$ cat src/rtl/fifo16_drain_pkg.sv
// fifo16_pkg: shared constants for the fifo16 read-side drain controller.
//   - state encoding of the control FSM (values are visible on the state port)
//   - default data/address widths and the derived FIFO depth
package fifo16_pkg;

    localparam int DATA_WIDTH_DEF = 4;
    localparam int BUF_WIDTH_DEF  = 4;

    typedef enum logic [2:0] {
        ST_RESET  = 3'd0,
        ST_INIT   = 3'd1,
        ST_IDLE   = 3'd2,
        ST_ACTIVE = 3'd3,
        ST_ERROR  = 3'd4
    } state_e;

    function automatic int fifo_depth(input int buf_width);
        return 1 << buf_width;
    endfunction

    localparam int FIFO_DEPTH = fifo_depth(BUF_WIDTH_DEF);

endpackage

$ cat src/rtl/fifo16_drain_if.sv
// fifo16_drain_if: bundles the fifo16 read port and the downstream stream.
//   fifo_empty/fifo_counter/fifo_data : fifo16 status and registered buf_out
//   fifo_rd_en                        : read strobe back to fifo16
//   data_out/valid_out/ready_in       : valid/ready stream to the next stage
// Modports: slave = the drain controller, master = the FIFO + sink side.
interface fifo16_drain_if
    import fifo16_pkg::*;
#(
    parameter int DATA_WIDTH = DATA_WIDTH_DEF,
    parameter int BUF_WIDTH  = BUF_WIDTH_DEF
);
    logic                  fifo_empty;
    logic [BUF_WIDTH:0]    fifo_counter;
    logic [DATA_WIDTH-1:0] fifo_data;
    logic                  fifo_rd_en;
    logic [DATA_WIDTH-1:0] data_out;
    logic                  valid_out;
    logic                  ready_in;

    modport slave (
        input  fifo_empty, fifo_counter, fifo_data, ready_in,
        output fifo_rd_en, data_out, valid_out
    );

    modport master (
        output fifo_empty, fifo_counter, fifo_data, ready_in,
        input  fifo_rd_en, data_out, valid_out
    );
endinterface

$ cat src/rtl/fifo16_drain_skid.sv
// fifo16_skid: 2-entry register buffer holding words read from fifo16.
//   clk, rst   : clock, async active-low reset
//   push_i     : append din_i at the tail
//   pop_i      : drop the head (caller only pops when count_o != 0)
//   head_o     : oldest entry, count_o : number of valid entries (0..2)
// A push and pop in the same cycle keeps the count and preserves order.
module fifo16_skid #(
    parameter int W = 4
) (
    input  logic         clk,
    input  logic         rst,
    input  logic         push_i,
    input  logic         pop_i,
    input  logic [W-1:0] din_i,
    output logic [W-1:0] head_o,
    output logic [1:0]   count_o
);
    logic [W-1:0] ent0_q, ent1_q;
    logic [1:0]   cnt_q;

    always_ff @(posedge clk or negedge rst) begin
        if (!rst) begin
            ent0_q <= '0;
            ent1_q <= '0;
            cnt_q  <= 2'd0;
        end else begin
            case ({push_i, pop_i})
                2'b10: begin
                    // a push into a full buffer is dropped; the read issue logic never asks for one
                    if (cnt_q == 2'd0) begin
                        ent0_q <= din_i;
                        cnt_q  <= 2'd1;
                    end else if (cnt_q == 2'd1) begin
                        ent1_q <= din_i;
                        cnt_q  <= 2'd2;
                    end
                end
                2'b01: begin
                    ent0_q <= ent1_q;
                    cnt_q  <= cnt_q - 2'd1;
                end
                2'b11: begin
                    if (cnt_q == 2'd1) begin
                        ent0_q <= din_i;
                    end else begin
                        ent0_q <= ent1_q;
                        ent1_q <= din_i;
                    end
                end
                default: ;
            endcase
        end
    end

    assign head_o  = ent0_q;
    assign count_o = cnt_q;
endmodule

$ cat src/rtl/fifo16_drain.sv
// fifo16_drain: read-side controller directly downstream of fifo16.
//   clk, rst                 : clock, async active-low reset
//   init                     : request threshold reload (IDLE -> INIT)
//   umbral_alto/umbral_bajo  : pause assert/release thresholds, latched in INIT
//   bus (slave)              : fifo16 read port + valid/ready output stream
//   pause                    : registered hysteresis back-pressure to the writer
//   error_out                : sticky occupancy error
//   state                    : current FSM state encoding
// fifo16 has one cycle of read latency, so each read is tracked by an
// in-flight flag and captured into the skid buffer on the following edge.
module fifo16_drain
    import fifo16_pkg::*;
#(
    parameter int DATA_WIDTH = DATA_WIDTH_DEF,
    parameter int BUF_WIDTH  = BUF_WIDTH_DEF
) (
    input  logic               clk,
    input  logic               rst,
    input  logic               init,
    input  logic [BUF_WIDTH:0] umbral_alto,
    input  logic [BUF_WIDTH:0] umbral_bajo,
    fifo16_drain_if.slave      bus,
    output logic               pause,
    output logic               error_out,
    output logic [2:0]         state
);
    localparam logic [BUF_WIDTH:0] DEPTH = (BUF_WIDTH+1)'(fifo_depth(BUF_WIDTH));

    state_e             state_q;
    logic [BUF_WIDTH:0] alto_q, bajo_q;
    logic               inflight_q;
    logic               pause_q, error_q;

    logic [DATA_WIDTH-1:0] head;
    logic [1:0]            skid_cnt;
    logic [1:0]            occ;
    logic                  pop, rd_en, drained, err_cond, pause_hyst;

    fifo16_skid #(.W(DATA_WIDTH)) u_skid (
        .clk     (clk),
        .rst     (rst),
        .push_i  (inflight_q),
        .pop_i   (pop),
        .din_i   (bus.fifo_data),
        .head_o  (head),
        .count_o (skid_cnt)
    );

    assign bus.valid_out = (skid_cnt != 2'd0) && (state_q != ST_ERROR);
    assign bus.data_out  = head;
    assign pop           = bus.valid_out && bus.ready_in;

    // Slots already committed: held words plus the word in flight, minus
    // the word leaving this cycle. Keeping it below 2 means the skid can
    // never overflow, while still allowing one read per clk when streaming.
    assign occ   = skid_cnt + {1'b0, inflight_q} - {1'b0, pop};
    assign rd_en = (state_q == ST_ACTIVE) && !bus.fifo_empty && (occ < 2'd2);
    assign bus.fifo_rd_en = rd_en;

    assign drained  = bus.fifo_empty && (skid_cnt == 2'd0) && !inflight_q;
    assign err_cond = (bus.fifo_counter > DEPTH) ||
                      ((state_q == ST_IDLE) && (bajo_q > alto_q));

    always_comb begin
        pause_hyst = pause_q;
        if (bus.fifo_counter >= alto_q)
            pause_hyst = 1'b1;
        else if (bus.fifo_counter <= bajo_q)
            pause_hyst = 1'b0;
    end

    always_ff @(posedge clk or negedge rst) begin
        if (!rst) begin
            state_q    <= ST_RESET;
            alto_q     <= '0;
            bajo_q     <= '0;
            inflight_q <= 1'b0;
            pause_q    <= 1'b0;
            error_q    <= 1'b0;
        end else begin
            inflight_q <= rd_en;
            if (state_q == ST_RESET) begin
                state_q <= ST_INIT;
                pause_q <= 1'b0;
            end else if (state_q == ST_ERROR || err_cond) begin
                // sticky until reset
                state_q <= ST_ERROR;
                pause_q <= 1'b1;
                error_q <= 1'b1;
            end else begin
                case (state_q)
                    ST_INIT: begin
                        alto_q  <= umbral_alto;
                        bajo_q  <= umbral_bajo;
                        pause_q <= 1'b0;
                        if (!init)
                            state_q <= ST_IDLE;
                    end
                    ST_IDLE: begin
                        if (init) begin
                            state_q <= ST_INIT;
                            pause_q <= 1'b0;
                        end else begin
                            pause_q <= pause_hyst;
                            if (!bus.fifo_empty || skid_cnt != 2'd0)
                                state_q <= ST_ACTIVE;
                        end
                    end
                    ST_ACTIVE: begin
                        // a pending init waits until everything has drained
                        if (drained && init) begin
                            state_q <= ST_INIT;
                            pause_q <= 1'b0;
                        end else begin
                            pause_q <= pause_hyst;
                            if (drained)
                                state_q <= ST_IDLE;
                        end
                    end
                    default: state_q <= ST_ERROR;
                endcase
            end
        end
    end

    assign pause     = pause_q;
    assign error_out = error_q;
    assign state     = state_q;
endmodule

$ cat src/flat_wrapper.sv
// flat-port wrapper written by rule: the top's interface ports become plain ports
module fifo16_drain_flat import fifo16_pkg::*;
#(
    parameter int DATA_WIDTH = DATA_WIDTH_DEF,
    parameter int BUF_WIDTH  = BUF_WIDTH_DEF
)
  (clk, rst, init, umbral_alto, umbral_bajo, pause, error_out, state, bus_fifo_empty, bus_fifo_counter, bus_fifo_data, bus_ready_in, bus_fifo_rd_en, bus_data_out, bus_valid_out);
  fifo16_drain_if #(.DATA_WIDTH(DATA_WIDTH), .BUF_WIDTH(BUF_WIDTH)) bus_i ();
  input  logic clk;
  input  logic rst;
  input  logic init;
  input  logic [BUF_WIDTH:0] umbral_alto;
  input  logic [BUF_WIDTH:0] umbral_bajo;
  output logic pause;
  output logic error_out;
  output logic [2:0] state;
  input wire logic [$bits(bus_i.fifo_empty)-1:0] bus_fifo_empty;
  input wire logic [$bits(bus_i.fifo_counter)-1:0] bus_fifo_counter;
  input wire logic [$bits(bus_i.fifo_data)-1:0] bus_fifo_data;
  input wire logic [$bits(bus_i.ready_in)-1:0] bus_ready_in;
  output wire logic [$bits(bus_i.fifo_rd_en)-1:0] bus_fifo_rd_en;
  output wire logic [$bits(bus_i.data_out)-1:0] bus_data_out;
  output wire logic [$bits(bus_i.valid_out)-1:0] bus_valid_out;
  assign bus_i.fifo_empty = bus_fifo_empty;
  assign bus_i.fifo_counter = bus_fifo_counter;
  assign bus_i.fifo_data = bus_fifo_data;
  assign bus_i.ready_in = bus_ready_in;
  assign bus_fifo_rd_en = bus_i.fifo_rd_en;
  assign bus_data_out = bus_i.data_out;
  assign bus_valid_out = bus_i.valid_out;
  fifo16_drain #(.DATA_WIDTH(DATA_WIDTH), .BUF_WIDTH(BUF_WIDTH)) u_core (.clk(clk), .rst(rst), .init(init), .umbral_alto(umbral_alto), .umbral_bajo(umbral_bajo), .bus(bus_i), .pause(pause), .error_out(error_out), .state(state));
endmodule
$ cat config.mk
export PLATFORM = sky130hd
export DESIGN_NAME = fifo16_drain_flat
export DESIGN_NICKNAME = d
export VERILOG_FILES = /design/src/rtl/fifo16_drain_pkg.sv /design/src/rtl/fifo16_drain_if.sv /design/src/rtl/fifo16_drain_skid.sv /design/src/rtl/fifo16_drain.sv /design/src/flat_wrapper.sv
export SDC_FILE = /design/constraint.sdc
export NUM_CORES = 1
export LEC_CHECK = 0
export CAP_MARGIN = 25
export CORE_UTILIZATION = 30
export DETAILED_ROUTE_END_ITERATION = 12
export DONT_BUFFER_PORTS = 1
export GPL_TIMING_DRIVEN = 0
export PLACE_DENSITY = 0.53
export SLEW_MARGIN = 20
export SYNTH_ARGS = -nofsm -noshare
export SYNTH_HDL_FRONTEND = slang
export SYNTH_SLANG_ARGS = --single-unit
$ cat constraint.sdc
create_clock -name clk -period 2.9 [get_ports clk]
set_input_delay 0.435 -clock clk [delete_from_list [all_inputs] [get_ports clk]]
set_output_delay 0.435 -clock clk [all_outputs]
set_load 0.005 [all_outputs]
* Word level (Yosys, flattened, before mapping) *
Index checks and enable logic that the tools add are counted.

storage, ports and cells
  flip-flop bits (word level) = 26
  input port bits = 24
  output and inout bits = 11
  word-level logic and storage cells = 85

cells by class
  $add $sub $neg = 3
  $lt $le $gt $ge = 5
  eq/ne operators = 16
  mux-type cells = 24
  bitwise gates (word level) = 2
  reduce and logical (&&, ||, !) cells = 26

operators with widths
  cell                  count
  $mux W3               7
  $mux W4               4
  $pmux W4 S3           1
  $pmux W3 S3           1
  $reduce_and A3 Y1     3
  $logic_and A1 B1 Y1   8
  $pmux W4 S2           1
  $eq A3 B2 Y1 const B  2
  $mux W1               6
  $reduce_and A2 Y1     3
  $reduce_bool A2 Y1    3
  $ge A5 B5 Y1          1
  $gt A5 B5 Y1          1
  $gt A5 B5 Y1 const B  1
  $le A5 B5 Y1          1
  $ne A5 B4 Y1 const B  1
  $ne A5 B5 Y1 const B  1
  $reduce_bool A5 Y1    1
  $eq A2 B1 Y1 const B  2
  $eq A2 B2 Y1 const B  2
  $mux W2               2
  $ne A2 B2 Y1 const B  2
  $ne A4 B2 Y1 const B  1
  $pmux W2 S2           1
  16 further kinds      20

* Longest topological paths before layout *
Gate-level depths: netlist (run 1).

  depth after elaboration = 8
  depth in mapped cells = 11
  gate-level depth less buffers = 11

* Hierarchy *
A second synthesis (run 1) with hierarchy kept.

second synthesis, totals
  cell total of the unflattened synthesis = 160
  area total of the unflattened synthesis = 1651.6 um^2

by module, submodules not included
  module        times used  cells each  area an instance (um^2)  seq. area each (um^2)
  fifo16_drain  1           114         1078.5                   400.4
  fifo16_skid   1           46          573.0                    250.2

* Least setup slack after synthesis (run 1) *
OpenSTA, ideal clock, no wires.

  path kind = reg-to-output
  from = register u_core.u_skid.cnt_q[0] (netlist: u_core.u_skid.count_o[0])
  to = output bus_fifo_rd_en
  arrival time = 2.026 ns
  data required time = 2.465 ns
  setup slack = 0.439 ns
  cell stages (with the launch flop) = 10
  buffers on the path = 1
  path through = dfrtp_1 inv_1 ha_1 a21oi_1 and2_1 ha_1 clkbuf_1 xnor2_1 xnor2_1 nor4_1

between the ends
  cells in the longest elaborated chain, start to end = 6
  elaborated cells on any way between the ends = 7
  those cells by class = 2 x add/sub; 1 x order compare; 4 x reduce/logical

ends and longest elaborated chain
  element                 RTL line                 source
  start, declared         fifo16_drain_skid.sv:19  logic [1:0] cnt_q;
  start signal, assigned  fifo16_drain_skid.sv:40  cnt_q <= cnt_q - 2'd1;
  $reduce_bool A2 Y1      fifo16_drain.sv:49       assign bus.valid_out = (skid_cnt != 2'd0) && (state_q != ST_ERROR);
  $logic_and A1 B1 Y1     fifo16_drain.sv:49
  via bus_valid_out       flat_wrapper.sv:23       output wire logic [$bits(bus_i.valid_out)-1:0] bus_valid_out;
  $logic_and A1 B1 Y1     fifo16_drain.sv:51       assign pop = bus.valid_out && bus.ready_in;
  $sub A2 B1 Y2           fifo16_drain.sv:56       assign occ = skid_cnt + {1'b0, inflight_q} - {1'b0, pop};
  $lt A2 B2 Y1            fifo16_drain.sv:57       assign rd_en = (state_q == ST_ACTIVE) && !bus.fifo_empty && (occ < 2'd2);
  $logic_and A1 B1 Y1     fifo16_drain.sv:57
  end, declared           flat_wrapper.sv:21       output wire logic [$bits(bus_i.fifo_rd_en)-1:0] bus_fifo_rd_en;

The timed path passes the listed nets, and every way through them passes these cells.

* Worst setup path in the final report (run 1) *
Ends and elaborated chain as after synthesis.

==> flow_summary.ini, run 1 <==
[yosys]
synthArstFlopShare = 1.00
synth.distinct_cells = 34
synth_edf_count = 0
yosysMostFrequentCell = dfrtp_1
synth_nets = 219
synth.top_cell.area_share = 0.379
netlist_instances = 175
synthFlopType = dfrtp_1
ys_seq_elements = 26
yosys-top-cells-count = 26 x dfrtp_1, 20 x ha_1, 19 x mux2_2
yosys_warnings = 0
ys_seq_area_frac = 0.379
postSynthAreaPerCell_um2 = 9.80
synth_area_um2 = 1720
yosys.area.top_type = dfrtp_1
synth.area.top_cells = dfrtp_1 38%, ha_1 15%, mux2_2 12%

[global_route]
grt_start_max_net_pins = 27
grt_overflow = 0
grt_util_all_layers = 0.131
antenna_found_initial = 0
grt_pass1_vias = 1239
grt_pass1_wl_mm = 6.11

[drt]
ant_nets = 0
wl_per_cell_um = 14.6
drt-vias-per-instance = 5.06
drt_wl_total_mm = 3.69
firstDrtPassIters = 4
drc = 0
vias = 1274
drt_iter0_drc = 26

[place]
gp_congestion = 0.747
hpwlAfterDp_mm = 2.84
place_area_um2 = 1810
place_ws_ps = -14.0
place.port_buffers = 0

[pwr]
power_leakage_nw = 0.847
p_sw_uw = 143
p_seq_frac = 0.563
p_int_uw = 500
clockPowerShare = 0.382
ir_worst_vdd_v = 0.000149
total_power_uw = 644
switching_share = 0.222
combPwrFrac = 0.056
power_density_nw_per_um2 = 335

[cells_and_area]
drive_gt1_frac = 0.194
nNetsFinal = 225
fin_util = 0.349
fill_cells = 580
finalInstanceArea_um2 = 1920
diodes = 0
areaGrowthSynthToFinish_pct = 12.0

[clock_network]
cts_tree = built
clkLatencyLatePin_ps = 280
ctsLongestPathBuffers = 2
cts.sinks = 26
clk_pin_slew_worst_paths_ps = 100
cts_buffers = 3
cts-root-buf = clkbuf_8
cts_htree_levels = 1
cts_setup_buffers = 0

[die]
die-area_um2 = 6020
die_y_um = 77.6
start_util = 0.312
pin_count = 35
std_cell_rows = 27
core_region_area_um2 = 5510
die_x_um = 77.6

[sta]
slew_violations = 0
final.period_utilization = 0.923
rsz0062_at_grt = no
worst_slew_pin_slew_ps = 522
fin_skew_ps = 4.50
layout_min_cycle_time_ps = 2680
max_freq_mhz = 374
worst_slack_ps = 223
slew_headroom = 0.652
finalHoldViolCount = 0
setup_violations = 0

[worst_setup_path]
path_max_fanout = 10
start_kind = register
crit_path_end_kind = primary output
r2r_slack_ps = 340
crit_required_ps = 2470
path_class = reg2out
cp.arrival_ps = 2240
ff2ff_path_depth = 9

[run]
drv_cap = 0

[worst_hold_path]
whs_path_depth = 1
min_path_type = in2reg

[run_status]
status = finished clean
==> kinds of logic after synthesis <==
group / Yosys count / share of synthesized area
AO/OA/AOI/OAI: 50 / 0.187
AND/OR/NAND/NOR: 37 / 0.104
flip-flops: 26 / 0.379
buffers and inverters: 21 / 0.0489
adder cells (fa/ha/maj): 20 / 0.146
multiplexers: 19 / 0.125
XOR/XNOR: 2 / 0.0102
==> flip-flops by register name, summed over array words and instances, names as in the netlist <==
signal and flops:
u_core.pause 1, u_core.alto_q 5, u_core.u_skid.ent1_q 4, u_core.error_out 1, u_core.inflight_q 1, u_core.u_skid.head_o 4, u_core.u_skid.count_o 2, u_core.state 3
u_core.bajo_q 5
==> cell type report <==
class | instances | area [µm²] | area share
Multi-Input combinational cell | 128 | 1010 | 0.528
Sequential cell | 26 | 651 | 0.339
Tap cell | 72 | 90.1 | 0.0469
Inverter | 18 | 67.6 | 0.0352
Clock buffer | 4 | 55.1 | 0.0287
Timing Repair Buffer | 2 | 30.0 | 0.0156
Buffer | 2 | 12.5 | 0.00651
==> critical path: stages (launching register included) <==
cell	delay, ps
dfrtp_1	400
inv_1	120
ha_2	270
a21oi_2	70
and2_2	230
ha_4	200
xnor2_1	190
xnor2_1	120
nor4_2	350
==> cells in the final DEF (no fill, tap or decap), types with 2 or more instances in the layout <==
master,count
mux2_2,19
nand2b_1,3
inv_1,18
a22o_1,4
o21ai_0,16
clkbuf_8,4
a31oi_1,3
ha_1,18
nor3_1,2
nor2b_1,2
a211oi_1,2
nand3_1,3
xnor2_1,2
a21oi_1,14
dfrtp_1,26
nor2_1,13
nand2_1,7
o21bai_1,2
==> power groups by stage <==
| stage | combinational, mW | sequential, mW | clock (mW) |
|---|---|---|---|
| 2_1_floorplan | 0.0197 | 0.370 | 0 |
| 3_3_place_gp | 0.0238 | 0.369 | 0 |
| 3_5_place_dp | 0.0245 | 0.369 | 0 |
| 4_1_cts | 0.0372 | 0.362 | 0.254 |
| 5_1_grt | 0.0420 | 0.362 | 0.265 |
| 6_report | 0.0358 | 0.362 | 0.246 |
==> routing by layer <==
metal,track usage,share of wire,vias up
met4,0.0566,0.018,0
met5,0,0,-
met2,0.200,0.44,33
met1,0.172,0.48,604
met3,0.0353,0.068,5
li1,-,-,632
==> final timing paths <==
check,start,to
max,u_core.u_skid.count_o[0]$_DFFE_PN0P_,bus_fifo_rd_en
min,bus_fifo_empty,u_core.inflight_q$_DFF_PN0_
max reg2reg,u_core.u_skid.count_o[0]$_DFFE_PN0P_,u_core.u_skid.ent1_q[1]$_DFFE_PN0P_
min reg2reg,u_core.alto_q[4]$_DFFE_PN0P_,u_core.alto_q[4]$_DFFE_PN0P_
max in group asynchronous,rst,u_core.alto_q[2]$_DFFE_PN0P_
min in group asynchronous,rst,u_core.state[0]$_DFFE_PN0P_
==> what timing repair did <==
| action | in CTS | in global routing |
|---|---|---|
| pin swaps | 0 | 1 |
| hold buffers | 2 | 0 |
| gates resized for setup | 2 | 6 |
| endpoints found under the hold margin | 26 | 0 |
| endpoints found under the setup margin | 1 | 6 |
==> metrics by stage <==
stage	hold slack (ps)	instances	setup TNS, ps
final	226	252	0
after global routing	220	252	0
after CTS	226	252	0
after detailed placement	140	247	-14.0
after global placement	140	247	-18.6
after floorplan	139	175	0
(Power assumes the default switching activity.)
==> run 2, diff against run 1 <==
--- a/config.mk
+++ b/config.mk
@@ -6,11 +6,13 @@
 export NUM_CORES = 1
 export LEC_CHECK = 0
 export CAP_MARGIN = 25
+export CELL_PAD_IN_SITES_DETAIL_PLACEMENT = 0
+export CELL_PAD_IN_SITES_GLOBAL_PLACEMENT = 1
 export CORE_UTILIZATION = 30
 export DETAILED_ROUTE_END_ITERATION = 12
 export DONT_BUFFER_PORTS = 1
 export GPL_TIMING_DRIVEN = 0
-export PLACE_DENSITY = 0.53
+export PLACE_DENSITY = 0.62
 export SLEW_MARGIN = 20
 export SYNTH_ARGS = -nofsm -noshare
 export SYNTH_HDL_FRONTEND = slang
==> flow_summary.ini, run 2 (synthesized netlist as in run 1, its figures left out) <==
[worst_setup_path]
crit_required_ps = 2470
path_class = reg2out
path_max_fanout = 10
crit_path_end_kind = primary output
crit_slowest_cell = dfrtp_1
cpLargestDelayFamily = simple AND/OR/NAND/NOR gates
crit_buf_inv = 1
crit_path_frequent_cell = xnor2_1
path_cells = inv_1 > ha_1 > a21oi_2 > and2_1 > ha_4 > xnor2_1 > xnor2_1 > nor4_2
r2r-end = u_core.u_skid.ent1_q[1]$_DFFE_PN0P_
cp.arrival_ps = 2320
start_kind = register
r2r_start = u_core.u_skid.count_o[0]$_DFFE_PN0P_
max_stage_delay_ps = 380
ff2ff_path_depth = 11
r2r_slack_ps = 220

[cells_and_area]
areaGrowthSynthToFinish_pct = 11.7
fin_util = 0.348
nNetsFinal = 225
final_cell_mix = 26 x dfrtp_1, 19 x mux2_2, 19 x ha_1
top_regs = u_core.alto_q: 5 flops, u_core.bajo_q: 5 flops
fill_cells = 563
layout_commonest_cell = dfrtp_1
diodes = 0
drive_gt1_frac = 0.189

[drt]
drt_iter0_drc = 32
vias = 1237
drt_wl_total_mm = 3.66
drc = 0
ant_nets = 0
firstDrtPassIters = 4
drt-vias-per-instance = 4.91
wl_per_cell_um = 14.5

[sta]
slew_violations = 0
fin_skew_ps = 3.94
max_freq_mhz = 363
worst_slew_pin_slew_ps = 452
layout_min_cycle_time_ps = 2760
rsz0062_at_grt = yes
final.period_utilization = 0.951
tns_ps = 0
slew_headroom = 0.699
worst_slack_ps = 142
setup_violations = 0
worst_hold_slack_ps = 238
finalHoldViolCount = 0

[clock_network]
clk_pin_slew_worst_paths_ps = 90
cts_buffers = 3
cts.sinks = 26
cts-root-buf = clkbuf_8
cts_tree = built
clkLatencyLatePin_ps = 270
ctsLongestPathBuffers = 2
cts_htree_levels = 1

[worst_hold_path]
hp-start = bus_fifo_empty
whs_endpoint = u_core.inflight_q$_DFF_PN0_
whs_path_depth = 1
min_path_type = in2reg

[die]
core_region_area_um2 = 5510
std_cell_rows = 27
pin_count = 35
start_util = 0.312
die_x_um = 77.6
die-area_um2 = 6020
die_y_um = 77.6

[run_status]
status = finished clean

[place]
hpwlAfterDp_mm = 2.75
gp_congestion = 0.717
place_ws_ps = -67.6
place.port_buffers = 0

[global_route]
grt_util_all_layers = 0.125
grt_pass1_vias = 1206
grt_overflow = 0
grt_pass1_wl_mm = 5.86
antenna_found_initial = 0
grt_start_max_net_pins = 27

[run]
drv_cap = 0

[pwr]
ir_worst_vdd_v = 0.000139
power_density_nw_per_um2 = 332
power_leakage_nw = 0.846
[run 2: layout make-up]
cell class                 instances  area (µm²)  area share
tap                               72        90.1      0.0470
timing repair buffer               2        30.0      0.0157
sequential                        26         651       0.340
clock buffer                       4        55.1      0.0287
multi-input combinational        128        1010       0.527
inverter                          18        67.6      0.0353
buffer                             2        12.5     0.00653
[run 2: power by group]
group / switching [mW] / internal, mW / leakage [nW]
Combinational: 0.0191 / 0.0165 / 0.475
Sequential: 0 / 0.362 / 0.343
Clock: 0.117 / 0.121 / 0.0288
[run 2: through the flow]
step	cells	area, µm²	total power [mW]
after floorplan	175	1720	0.389
after global placement	247	1810	0.393
after detailed placement	247	1810	0.394
after CTS	252	1900	0.655
after global routing	252	1920	0.671
final	252	1920	0.636
[run 2: repair_timing]
item,4_1_cts,5_1_grt
endpoints found under the hold margin,26,0
gates resized for setup,3,3
hold buffers,2,0
endpoints found under the setup margin,3,9
setup buffers,0,0
[run 2: worst max path at each step]
stage                endpoint  cells past startpoint                                 start
5_1_grt        bus_fifo_rd_en                      8  u_core.u_skid.count_o[0]$_DFFE_PN0P_
6_report       bus_fifo_rd_en                      8  u_core.u_skid.count_o[0]$_DFFE_PN0P_
3_3_place_gp   bus_fifo_rd_en                      9  u_core.u_skid.count_o[0]$_DFFE_PN0P_
4_1_cts        bus_fifo_rd_en                      7           u_core.state[0]$_DFFE_PN0P_
2_1_floorplan  bus_fifo_rd_en                      9  u_core.u_skid.count_o[0]$_DFFE_PN0P_
3_5_place_dp   bus_fifo_rd_en                      9  u_core.u_skid.count_o[0]$_DFFE_PN0P_
[run 2: routing by layer]
| layer | up-vias | track usage | wire [µm] |
|---|---|---|---|
| met2 | 23 | 0.196 | 1640 |
| met3 | 5 | 0.0318 | 212 |
| met5 | - | 0 | 0 |
| li1 | 638 | - | - |
| met4 | 0 | 0.0453 | 48 |
| met1 | 571 | 0.165 | 1760 |
